===== src/rtl/hsv_pkg.sv =====
// Shared definitions for the HSV pixel sequencer: FSM encoding, hue sector codes
// and the 8-bit to 2.16 fixed-point conversion used on the selector r/g/b bus.
package hsv_pkg;

    localparam logic [2:0] ST_IDLE    = 3'd0;
    localparam logic [2:0] ST_ISSUE   = 3'd1;
    localparam logic [2:0] ST_CAPTURE = 3'd2;
    localparam logic [2:0] ST_DIV_S   = 3'd3;
    localparam logic [2:0] ST_DIV_H   = 3'd4;
    localparam logic [2:0] ST_DONE    = 3'd5;

    localparam logic [2:0] SECT_000 = 3'b000;
    localparam logic [2:0] SECT_001 = 3'b001;
    localparam logic [2:0] SECT_011 = 3'b011;
    localparam logic [2:0] SECT_100 = 3'b100;
    localparam logic [2:0] SECT_110 = 3'b110;
    localparam logic [2:0] SECT_111 = 3'b111;
    localparam logic [2:0] SECT_ERR = 3'b010;

    // {R,R} scaled by 2^-16 is R*257/65536, which is within rounding of R/255.
    function automatic logic [17:0] to_2p16(input logic [7:0] c);
        return {2'b00, c, c};
    endfunction

endpackage


===== src/rtl/seq_divider.sv =====
// Restoring radix-2 fraction divider: q = floor(num*2^QW/den), saturating at num>=den, 0 for den==0.
// One load edge plus QW iteration edges; done pulses with the final iteration; start is ignored while busy.
module seq_divider #(
    parameter int DW = 18,
    parameter int QW = 8
) (
    input  logic          CLK,
    input  logic          RST,
    input  logic          start,
    input  logic [DW-1:0] num,
    input  logic [DW-1:0] den,
    output logic          busy,
    output logic          done,
    output logic [QW-1:0] q
);

    localparam int CW = $clog2(QW + 1);

    logic [DW-1:0] rem;
    logic [DW-1:0] dvs;
    logic [QW-1:0] qacc;
    logic [CW-1:0] cnt;
    logic          sat;
    logic          zero;
    logic [DW:0]   rem_sh;
    logic          ge;
    logic [DW-1:0] rem_nxt;

    assign rem_sh  = {rem, 1'b0};
    assign ge      = (rem_sh >= {1'b0, dvs});
    assign rem_nxt = ge ? DW'(rem_sh - {1'b0, dvs}) : DW'(rem_sh);

    // Special cases are resolved at load time so the iteration count never varies.
    assign q = zero ? '0 : (sat ? '1 : qacc);

    always_ff @(posedge CLK) begin
        if (RST) begin
            rem  <= '0;
            dvs  <= '0;
            qacc <= '0;
            cnt  <= '0;
            sat  <= 1'b0;
            zero <= 1'b0;
            busy <= 1'b0;
            done <= 1'b0;
        end else begin
            done <= 1'b0;
            if (start && !busy) begin
                rem  <= num;
                dvs  <= den;
                qacc <= '0;
                cnt  <= CW'(QW);
                sat  <= (den != '0) && (num >= den);
                zero <= (den == '0);
                busy <= 1'b1;
            end else if (busy) begin
                rem  <= rem_nxt;
                qacc <= {qacc[QW-2:0], ge};
                cnt  <= cnt - CW'(1);
                if (cnt == CW'(1)) begin
                    busy <= 1'b0;
                    done <= 1'b1;
                end
            end
        end
    end

endmodule


===== src/rtl/hsv_pixel_sequencer.sv =====
// Pixel controller around max_min_selector; one shared divider yields S then H_FRAC, result after 2+2*(QW+1) edges.
// One pixel in flight: pix_ready only in IDLE, hsv_valid held with stable outputs until hsv_ready.
module hsv_pixel_sequencer
    import hsv_pkg::*;
#(
    parameter int QW = 8,
    parameter int DW = 18
) (
    input  logic          CLK,
    input  logic          RST,
    input  logic          pix_valid,
    output logic          pix_ready,
    input  logic [7:0]    pix_R,
    input  logic [7:0]    pix_G,
    input  logic [7:0]    pix_B,
    output logic [7:0]    sel_R,
    output logic [7:0]    sel_G,
    output logic [7:0]    sel_B,
    output logic [DW-1:0] sel_r,
    output logic [DW-1:0] sel_g,
    output logic [DW-1:0] sel_b,
    input  logic [DW-1:0] sel_max_min,
    input  logic [DW-1:0] sel_TOP,
    input  logic [7:0]    sel_D,
    input  logic [7:0]    sel_MAX,
    input  logic [2:0]    sel_RGB_SE,
    output logic          hsv_valid,
    input  logic          hsv_ready,
    output logic [2:0]    H_SECT,
    output logic [QW-1:0] H_FRAC,
    output logic [QW-1:0] S,
    output logic [7:0]    V,
    output logic          err
);

    logic [2:0]    state;
    logic [DW-1:0] cap_mm;
    logic [DW-1:0] cap_top;
    logic          div_start;
    logic          div_busy;
    logic          div_done;
    logic [DW-1:0] div_num;
    logic [DW-1:0] div_den;
    logic [QW-1:0] div_q;
    logic          sel_is_err;

    assign sel_is_err = (sel_RGB_SE == SECT_ERR);

    // Saturation divide launches from the live selector outputs; hue divide from the captured pair.
    assign div_start = !div_busy && ((state == ST_CAPTURE) || ((state == ST_DIV_S) && div_done));
    assign div_num   = (state == ST_CAPTURE) ? DW'(sel_D)   : cap_top;
    assign div_den   = (state == ST_CAPTURE) ? DW'(sel_MAX) : cap_mm;

    seq_divider #(.DW(DW), .QW(QW)) u_div (
        .CLK   (CLK),
        .RST   (RST),
        .start (div_start),
        .num   (div_num),
        .den   (div_den),
        .busy  (div_busy),
        .done  (div_done),
        .q     (div_q)
    );

    always_ff @(posedge CLK) begin
        if (RST) begin
            state     <= ST_IDLE;
            pix_ready <= 1'b0;
            hsv_valid <= 1'b0;
            sel_R     <= '0;
            sel_G     <= '0;
            sel_B     <= '0;
            sel_r     <= '0;
            sel_g     <= '0;
            sel_b     <= '0;
            cap_mm    <= '0;
            cap_top   <= '0;
            H_SECT    <= '0;
            H_FRAC    <= '0;
            S         <= '0;
            V         <= '0;
            err       <= 1'b0;
        end else begin
            case (state)
                ST_IDLE: begin
                    pix_ready <= 1'b1;
                    if (pix_valid && pix_ready) begin
                        pix_ready <= 1'b0;
                        sel_R     <= pix_R;
                        sel_G     <= pix_G;
                        sel_B     <= pix_B;
                        sel_r     <= DW'(to_2p16(pix_R));
                        sel_g     <= DW'(to_2p16(pix_G));
                        sel_b     <= DW'(to_2p16(pix_B));
                        err       <= 1'b0;
                        state     <= ST_ISSUE;
                    end
                end
                ST_ISSUE: state <= ST_CAPTURE;
                ST_CAPTURE: begin
                    cap_mm  <= sel_max_min;
                    cap_top <= sel_TOP;
                    H_SECT  <= sel_RGB_SE;
                    err     <= sel_is_err;
                    V       <= sel_is_err ? 8'd0 : sel_MAX;
                    state   <= ST_DIV_S;
                end
                ST_DIV_S: begin
                    if (div_done) begin
                        S     <= err ? '0 : div_q;
                        state <= ST_DIV_H;
                    end
                end
                ST_DIV_H: begin
                    if (div_done) begin
                        H_FRAC    <= err ? '0 : div_q;
                        hsv_valid <= 1'b1;
                        state     <= ST_DONE;
                    end
                end
                ST_DONE: begin
                    if (hsv_ready) begin
                        hsv_valid <= 1'b0;
                        pix_ready <= 1'b1;
                        state     <= ST_IDLE;
                    end
                end
                default: begin
                    state     <= ST_IDLE;
                    pix_ready <= 1'b0;
                    hsv_valid <= 1'b0;
                end
            endcase
        end
    end

endmodule


===== config.mk =====
export PLATFORM = sky130hd
export DESIGN_NAME = hsv_pixel_sequencer
export DESIGN_NICKNAME = d
export VERILOG_FILES = /design/src/rtl/hsv_pkg.sv /design/src/rtl/seq_divider.sv /design/src/rtl/hsv_pixel_sequencer.sv
export SDC_FILE = /design/constraint.sdc
export NUM_CORES = 1
export LEC_CHECK = 0
export CAP_MARGIN = 20
export CELL_PAD_IN_SITES_DETAIL_PLACEMENT = 0
export CELL_PAD_IN_SITES_GLOBAL_PLACEMENT = 1
export CORE_MARGIN = 3
export CORE_UTILIZATION = 36
export CTS_CLUSTER_SIZE = 40
export DETAILED_ROUTE_END_ITERATION = 8
export PLACE_DENSITY = 0.84
export SLEW_MARGIN = 25
export SYNTH_ARGS = -nofsm -noshare
export SYNTH_HDL_FRONTEND = slang
export SYNTH_SLANG_ARGS = --single-unit

===== constraint.sdc =====
create_clock -name CLK -period 3.8 [get_ports CLK]
set_input_delay 1.14 -clock CLK [delete_from_list [all_inputs] [get_ports CLK]]
set_output_delay 1.14 -clock CLK [all_outputs]
set_load 0.03 [all_outputs]

==> results_dict.tcl <==
set metrics [dict create \
    arrival_ps 3620 \
    grt_max_degree 57 \
    port_buffers 184 \
    clk_pin_slew_ps 60 \
    grt_pass1_vias 6370 \
    antenna_cells 0 \
    end_kind "flip-flop" \
    r2r_slack_ps 490 \
    cts_setup_buffers 0 \
    cp.required_ps 4110 \
    wl_per_cell_um 15.7 \
    hp-start "H_SECT[0]" \
    postLayoutCoreUtil 0.478 \
    cts_hold_buffers 0 \
    maxCapViolations 0 \
    slew_viol_final 0 \
    antenna_found_initial 0 \
    async_reset_ff_frac 0 \
    io_pins 191 \
    slowest_stage "or3b_2" \
    die_w_um 151 \
    max_stage_delay_ps 630 \
    grt_pass1_wl_um 33000 \
    ir_worst_vdd_mv 0.356 \
    tightest_slew_ps 970 \
    powerDensity_mw_per_mm2 603 \
    fin_setup_tns_ps 0 \
    power_frac_comb 0.407 \
    cpMostUsedCell "a21o_1" \
    crit_buf_inv 0 \
    area_delta_synth_final_pct 29.3 \
    synth.distinct_cells 63 \
    p_leak_nw 3.63 \
    hold_viol 0 \
    syn_area_per_cell_um2 7.86 \
    yosysTopAreaCell "dfxtp_1" \
    drive_gt1_frac 0.0555 \
    hp-class "reg2reg" \
    rsz0062_at_grt "false" \
    num_vias 6818 \
    skew_ps 7.75 \
    cts_made_buffers 17 \
    synth_top_area_share 0.386 \
    status "finished, final reports clean" \
    cts.sinks 145 \
    synth_edf_count 0 \
    globalplace.congestion 0.826 \
    reg2reg_depth 11 \
    critPathTopFamily "compound AO/OA/AOI/OAI gates" \
    cts.htree.levels 4 \
    vias_per_cell 5.04 \
    startpoint_type "flip-flop" \
    drc 0 \
    cp_cell_sequence "or3b_2 -> nand2_1 -> a21boi_0 -> ha_1 -> nand2b_1 -> a21o_1 -> a21o_1 -> a211oi_1 -> o21ai_0 -> a21o_1 -> a22o_1" \
    fin_crit_ps 3310 \
    drt_pass1_iterations 4 \
    worstHoldPathCells 2 \
    final_nets 1191 \
    grtUsageTotal 0.183 \
    rr_startpoint "state[1]" \
    internal_power_mw 3.60 \
    die-area_mm2 0.0227 \
    post-dp-hpwl_um 16000 \
    ctsResizeCount 0 \
    clockRootBuffer "clkbuf_16" \
    whs_ps 455 \
    cp_max_fo 12 \
    insertion_delay_ps 420 \
    relSlewSlack 0.352 \
    start_util 0.370 \
    power_switching_mw 2.28 \
    switching_share 0.388 \
    synth_ff_type "dfxtp_1" \
    setup_violations 0 \
    drt_iter0_drc 231 \
    cts.path.max_buffers 2 \
    min_to "H_SECT[0]" \
    reg2reg_to "u_div.sat" \
    rows 52 \
    routed_wl_um 21200 \
    cts_tree "built" \
    p_clk_frac 0.288 \
    ant_nets 0 \
    seq_power_share 0.305 \
    overflow 0 \
    finalCritPeriodShare 0.870 \
    crit_type "reg2reg" \
    seq_area_frac_synth 0.386 \
    synthCells 958 \
    yosysWarnings 0 \
    coreArea_mm2 0.0204 \
    yosys-top-cells-area "dfxtp_1 39%, nand2_1 9.1%, a21oi_1 8.0%, ha_1 6.3%, buf_4 5.4%" \
    syn_area_mm2 0.00753 \
    fmax_mhz 302 \
    fillers 2059 \
    ys_ff_latch 145 \
    die_h_um 151 \
]
-- cell usage in the layout, fill, tap and decap left out, types with 7 or more instances in the layout --
master,instances
o21ai_0,26
nor4_1,8
a21oi_1,121
ha_1,38
buf_4,15
mux2i_1,8
nor3_1,7
xnor2_1,10
o211ai_1,8
nor2_1,96
dfxtp_1,144
a211oi_1,30
nand2b_1,17
a21boi_0,11
clkdlybuf4s50_1,183
clkbuf_16,17
nand3_1,7
a311oi_1,10
inv_1,39
a22oi_1,8
nand2_1,183
-- kinds of logic after synthesis --
kind of cell,count (synthesis),synth area share
AO/OA/AOI/OAI,250,0.206
XOR/XNOR,16,0.0186
adder cells (fa/ha/maj),39,0.0658
buffers and inverters,150,0.113
flip-flops,145,0.386
multiplexers,8,0.0106
other,1,0.000498
AND/OR/NAND/NOR,349,0.199
-- cells in the mapped netlist, types with 7 or more instances --
library cell    n
nand2_1       183
nand3_1         7
nor3_1          7
nand2b_1       17
a211oi_1       30
nor4_1          9
ha_1           38
a21boi_0       11
clkbuf_1       45
a21oi_1       121
o21ai_0        26
a22oi_1         8
mux2i_1         8
nor2_1         97
dfxtp_1       145
buf_4          54
clkbuf_8        7
xnor2_1        10
inv_1          39
a311oi_1       10
o211ai_1        8
-- worst register-to-register path, cell delays in order, from the launching register on --
cell and delay [ps]:
dfxtp_1 520, or3b_2 630, nand2_1 140, a21boi_0 380, ha_1 310, nand2b_1 130, a21o_1 170, a21o_1 170
a211oi_1 260, o21ai_0 140, a21o_1 170, a22o_1 180
-- through the flow --
stage	area, µm²	setup slack, ps	std cells	total power, mW
after detailed placement	9140	305	1320	4.21
after CTS	9740	510	1352	5.92
after global placement	9140	327	1320	4.18
final	9740	493	1352	5.87
after global routing	9740	301	1352	6.27
after floorplan	7550	1010	963	3.67
-- how the worst max path moves through the flow --
stage	from	to	slack [ps]	cells after the start
after floorplan	sel_D[0]	u_div.sat	1010	9
after global placement	sel_D[0]	u_div.sat	330	10
after detailed placement	sel_D[0]	u_div.sat	300	10
after CTS	state[1]	u_div.sat	510	11
after global routing	state[1]	u_div.sat	300	11
final	state[1]	u_div.sat	490	11
-- state kept, by name, summed over array words and instances, names as in the netlist, 4 cells and up --
name	flops
sel_B	7
u_div.dvs	18
sel_G	7
cap_mm	18
u_div.cnt	4
u_div.qacc	8
cap_top	18
u_div.rem	18
H_FRAC	8
S	8
V	8
sel_R	7
-- routing by layer --
metal / vias to the layer above / global-route usage / part of all wire
li1: 3452 / - / -
met1: 3167 / 0.232 / 0.45
met2: 186 / 0.316 / 0.49
met3: 13 / 0.0421 / 0.058
met4: 0 / 0.0390 / 0.0079
met5: - / 0 / 0
-- area by class of cell --
class | instances | area, µm² | area share
tap | 270 | 338 | 0.0347
inverter | 39 | 146 | 0.0150
sequential | 145 | 2900 | 0.298
multi-input combinational | 668 | 3810 | 0.391
timing repair buffer | 198 | 1940 | 0.200
clock buffer | 17 | 425 | 0.0437
clock inverter | 15 | 174 | 0.0179
-- power by group through the flow --
stage	Sequential (mW)	Combinational [mW]	Clock, mW
3_5_place_dp	1.83	2.38	0
4_1_cts	1.79	2.40	1.73
3_3_place_gp	1.82	2.36	0
6_report	1.79	2.39	1.69
5_1_grt	1.82	2.66	1.79
2_1_floorplan	1.85	1.82	0
Power figures use the tool's default switching activity.
